**src/rtl/line_port_arbiter.sv**
```systemverilog
// Three-master arbiter for the 256-bit line port to the eviction write buffer.
// Fixed priority D > I > PF, non-preemptive, with an I-cache anti-starvation override.
module line_port_arbiter #(
    parameter int ADDR_W     = 32,
    parameter int LINE_W     = 256,
    parameter int OFFSET_W   = 5,
    parameter int STARVE_MAX = 4
) (
    input  logic              clk,
    input  logic              reset_n,
    input  logic              d_read,
    input  logic              d_write,
    input  logic [ADDR_W-1:0] d_address,
    input  logic [LINE_W-1:0] d_wdata,
    output logic [LINE_W-1:0] d_rdata,
    output logic              d_resp,
    input  logic              i_read,
    input  logic [ADDR_W-1:0] i_address,
    output logic [LINE_W-1:0] i_rdata,
    output logic              i_resp,
    input  logic              pf_read,
    input  logic [ADDR_W-1:0] pf_address,
    output logic [LINE_W-1:0] pf_rdata,
    output logic              pf_resp,
    output logic              mem_read,
    output logic              mem_write,
    output logic [ADDR_W-1:0] mem_address,
    output logic [LINE_W-1:0] mem_wdata,
    input  logic [LINE_W-1:0] mem_rdata,
    input  logic              mem_resp,
    output logic [1:0]        grant
);
    localparam int CNT_W = $clog2(STARVE_MAX + 1);
    localparam logic [CNT_W-1:0]  STARVE_LIMIT = CNT_W'(STARVE_MAX);
    localparam logic [ADDR_W-1:0] OFFSET_MASK  = ADDR_W'((64'd1 << OFFSET_W) - 64'd1);

    typedef enum logic [1:0] {
        IDLE   = 2'd0,
        BUSY_D = 2'd1,
        BUSY_I = 2'd2,
        BUSY_P = 2'd3
    } state_t;

    state_t            state_reg;
    state_t            state_next;
    logic [CNT_W-1:0]  starve_cnt_reg;
    logic              mem_read_reg;
    logic              mem_write_reg;
    logic [ADDR_W-1:0] mem_address_reg;
    logic [LINE_W-1:0] mem_wdata_reg;

    logic              sel_read;
    logic              sel_write;
    logic [ADDR_W-1:0] sel_address;
    logic [LINE_W-1:0] sel_wdata;
    logic [2:0]        owner;
    logic [2:0]        resp_vec;
    logic [LINE_W-1:0] rdata_arr [3];
    logic              d_req;
    logic              i_force;
    logic              grant_edge;

    assign d_req      = d_read | d_write;
    assign i_force    = i_read && (starve_cnt_reg == STARVE_LIMIT);
    assign grant_edge = (state_reg == IDLE) && (state_next != IDLE);

    always_ff @(posedge clk) begin
        if (!reset_n) begin
            state_reg <= IDLE;
        end else begin
            state_reg <= state_next;
        end
    end

    always_comb begin
        state_next = state_reg;
        case (state_reg)
            IDLE: begin
                if (i_force)       state_next = BUSY_I;
                else if (d_req)    state_next = BUSY_D;
                else if (i_read)   state_next = BUSY_I;
                else if (pf_read)  state_next = BUSY_P;
            end
            default: begin
                if (mem_resp) state_next = IDLE;
            end
        endcase
    end

    always_comb begin
        grant = 2'd0;
        owner = 3'b000;
        case (state_reg)
            BUSY_D: begin grant = 2'd1; owner = 3'b001; end
            BUSY_I: begin grant = 2'd2; owner = 3'b010; end
            BUSY_P: begin grant = 2'd3; owner = 3'b100; end
            default: ;
        endcase
    end

    // Request of the master about to be granted; a simultaneous D read+write is a write.
    always_comb begin
        sel_read    = 1'b0;
        sel_write   = 1'b0;
        sel_address = '0;
        sel_wdata   = '0;
        case (state_next)
            BUSY_D: begin
                sel_write   = d_write;
                sel_read    = d_read & ~d_write;
                sel_address = d_address;
                sel_wdata   = d_wdata;
            end
            BUSY_I: begin
                sel_read    = 1'b1;
                sel_address = i_address;
            end
            BUSY_P: begin
                sel_read    = 1'b1;
                sel_address = pf_address;
            end
            default: ;
        endcase
    end

    always_ff @(posedge clk) begin
        if (!reset_n) begin
            mem_read_reg    <= 1'b0;
            mem_write_reg   <= 1'b0;
            mem_address_reg <= '0;
            mem_wdata_reg   <= '0;
        end else if (grant_edge) begin
            mem_read_reg    <= sel_read;
            mem_write_reg   <= sel_write;
            mem_address_reg <= sel_address & ~OFFSET_MASK;
            mem_wdata_reg   <= sel_wdata;
        end else if ((state_reg != IDLE) && mem_resp) begin
            mem_read_reg    <= 1'b0;
            mem_write_reg   <= 1'b0;
        end
    end

    // Counts D grants made over a waiting I-cache; I is forced once it saturates.
    always_ff @(posedge clk) begin
        if (!reset_n) begin
            starve_cnt_reg <= '0;
        end else if (state_reg == IDLE) begin
            if (state_next == BUSY_I || !i_read) begin
                starve_cnt_reg <= '0;
            end else if (state_next == BUSY_D && starve_cnt_reg != STARVE_LIMIT) begin
                starve_cnt_reg <= starve_cnt_reg + CNT_W'(1);
            end
        end
    end

    genvar gi;
    generate
        for (gi = 0; gi < 3; gi++) begin : g_port
            assign resp_vec[gi]  = owner[gi] & mem_resp;
            assign rdata_arr[gi] = owner[gi] ? mem_rdata : '0;
        end
    endgenerate

    assign d_resp      = resp_vec[0];
    assign i_resp      = resp_vec[1];
    assign pf_resp     = resp_vec[2];
    assign d_rdata     = rdata_arr[0];
    assign i_rdata     = rdata_arr[1];
    assign pf_rdata    = rdata_arr[2];
    assign mem_read    = mem_read_reg;
    assign mem_write   = mem_write_reg;
    assign mem_address = mem_address_reg;
    assign mem_wdata   = mem_wdata_reg;

endmodule
```
**config.mk**
```make
export PLATFORM = sky130hd
export DESIGN_NAME = line_port_arbiter
export DESIGN_NICKNAME = d
export VERILOG_FILES = /design/src/rtl/line_port_arbiter.sv
export SDC_FILE = /design/constraint.sdc
export NUM_CORES = 1
export LEC_CHECK = 0
export ABC_AREA = 0
export CORE_AREA = 2 2 646 648
export DETAILED_ROUTE_END_ITERATION = 8
export DIE_AREA = 0 0 648 650
export GPL_ROUTABILITY_DRIVEN = 0
export PLACE_DENSITY_LB_ADDON = 0.05
export SLEW_MARGIN = 20
export SYNTH_ARGS = -nofsm -noshare
export SYNTH_HDL_FRONTEND = slang
export SYNTH_SLANG_ARGS = --single-unit
```
**constraint.sdc**
```tcl
create_clock -name clk -period 4.5 [get_ports clk]
set_input_delay 0.675 -clock clk [delete_from_list [all_inputs] [get_ports clk]]
set_output_delay 0.675 -clock clk [all_outputs]
set_load 0.02 [all_outputs]
```
==> run metrics <==
CTS Root Cell clkbuf_16; Adder-Cell Fraction of Synth Area 0.170%; Critical path buffers and inverters 3; Hold Worst Slack roughly 470 ps; Hold Path Class register to register; num ports 1,678; Mean Syn Cell Area 8.85 um2; Top Metal Used met5; max_slew headroom 38.9%; PostCTS Resize Cnt 0; Net Sw Frac 36.9%; Hold Buf Count CTS 0; FF+latch count, synth 290; first-pass iteration count of the detailed router 5; met3 wire len 25,000 um; count of input and output buffers around 1,700; Post-DP HPWL around 230,000 um; fraction of layout cells with a size suffix above 1 4.78%; Iter 0 DRT Violations around 900; unrepaired setup endpoints after global routing no; global-route wire length before repair 316,000 um; largest family of logic cells by synthesized area simple AND/OR/NAND/NOR gates; die area 421,000 um2; TritonCTS clock tree built; dpl ws 851 ps; number of synthesized flops with an enable pin 0; combinational power share between 30% and 40%; simple-gate share of the synthesized area 33.6%; worst-path fanout max 61; cell-internal power 6.73 mW; gr ovfl total 0; clock-pin transition on the worst setup and hold timing paths around 60 ps; complex-gate fraction of the synthesized area roughly a fifth; post-synthesis xor/xnor area fraction 0%; mux contribution to synthesized area 0%; Lkg Pwr 13.7 nW; PwrDens between 200 and 300 nW/um2; most frequent cells in the layout clkdlybuf4s50_1, and2_1, dfxtp_1; outcome completed; final worst-path cycle share between 90% and 100%; Max stage delay on crit path just over 700 ps; TNS Setup 0 ps; Clk pwr share 37.6%; setup repair bufs after CTS 0; max reg flops 256; drt via density about 2.3; crit path kind register to output pin; Setup Skew 33.6 ps; Max Slew Vio Count 0; VDD IR max 0.258 mV; DRC 0; most common cell after layout, fill and taps aside clkdlybuf4s50_1; GRT Util Overall 12.1%; Die H 650 um; largest net degree at the start of global routing 132; setup ws final 420 ps; asr flop ratio synth 0%; Initial Utilization 3.56%; Layout area overhead 169%; Total Wirelength 266,000 um; Clock Latency Late Sink about 650 ps; vias post-DR around 21,000; Die Span X ~650 um; Synth Flop Type dfxtp_1; sequential cell fraction of total power between 20% and 30%; # clock sinks 290; type of destination of the critical path output pin; Worst Path Required 3830 ps; CP Data Arrival Time 3400 ps; cell family with most CP delay buffers and inverters; Synth Instances 1,667; Final Setup Violations 0; CP max-delay cell clkdlybuf4s50_1; Seq/Total Area, Yosys just under 40%; Ys Warns 0; Detail Route Antenna Nets 0; FILL cells 48,000; WL met2 132,000 um; NetSw between 3 and 4 mW; # H-tree levels 2; CP Launch Type register; final hold violation count 0; met1 wire length 106,000 um; vias in the first global route 20,700; total core area 415,000 um2; # rows approximately 240; nets ~3,900; Worst-Margin Slew about 910 ps; most used cell, CP buf_4; Max Cap Violations 0; total CTS buffers 47; initial antenna violation count roughly 180; clk buf depth 3; critical path cell sequence buf_4, buf_4, and3_1, clkdlybuf4s50_1; DR WL/cell 30.2 um; fmax 0.245 GHz; Synth cell types 35; min Tclk post-route 4080 ps; Mapped Area between 10,000 and 15,000 um2
## cell type report
type | count | area (um2) | area share, %
clock buffer | 72 | 1430 | 3.60
sequential | 290 | 5810 | 14.6
inverter | 3 | 11.3 | 0.0283
clock inverter | 14 | 173 | 0.435
multi-input combinational | 1183 | 8070 | 20.3
tap | 5497 | 6880 | 17.3
timing repair buffer | 1720 | 17200 | 43.4
antenna | 41 | 103 | 0.258
## through the flow
step	cell area (um2)	total power, mW	instances	utilization (%)
after detailed placement	38000	6.84	8693	9.17
after CTS	39600	11.1	8779	9.55
after global routing	39600	11.2	8781	9.55
after floorplan	14800	4.26	1671	-
after global placement	38000	6.88	8693	9.17
final	39700	10.7	8820	9.58
## cells in the mapped netlist (all sizes together) (3+ instances only)
cell type / n / share of area [%]
and2: 514 / 22
dfxtp: 290 / 39
and3: 258 / 11
a22o: 256 / 15
clkbuf: 118 / 3.0
buf: 77 / 3.3
o21ai: 60 / 2.0
a21oi: 32 / 1.1
o221ai: 27 / 1.6
nor2: 7 / 0.30
inv: 3 / 0.076
nand2: 3 / 0.076
nor2b: 3 / 0.14
## worst register-to-register path, stage by stage (launching register included)
cell and delay [ps]:
dfxtp_4 410, buf_4 420, nor2b_2 460, nor2_4 210, o21ai_0 760, buf_4 260
a21oi_1 60
## final timing paths
check,from,endpoint,slack (ps),depth (start not counted)
max,state_reg[1],pf_rdata[167],420,4
min,mem_wdata[147],mem_wdata[147],470,1
max reg2reg,state_reg[1],mem_address[26],1790,6
min reg2reg,mem_wdata[147],mem_wdata[147],470,1
## cell families after synthesis
logic type / Yosys count
compound gates: 382
fa+ha+maj: 2
buf+inv: 198
flops: 290
other cells: 1
simple gates: 794
## metal layers
layer / global-route usage (%) / vias to the layer above
met5: 0 / -
met4: 0.994 / 26
met3: 4.87 / 307
met2: 21.5 / 1180
met1: 14.0 / 10100
li1: - / 9110
## power by group through the flow
| stage | logic, mW | registers [mW] | clock network (mW) |
|---|---|---|---|
| floorplan | 1.01 | 3.25 | 0 |
| global placement | 3.88 | 3.01 | 0 |
| detailed placement | 3.83 | 3.01 | 0 |
| CTS | 3.85 | 2.95 | 4.27 |
| global route | 3.91 | 2.98 | 4.33 |
| finish | 3.70 | 2.95 | 4.01 |
No activity file was read; power rests on OpenSTA's default activity.
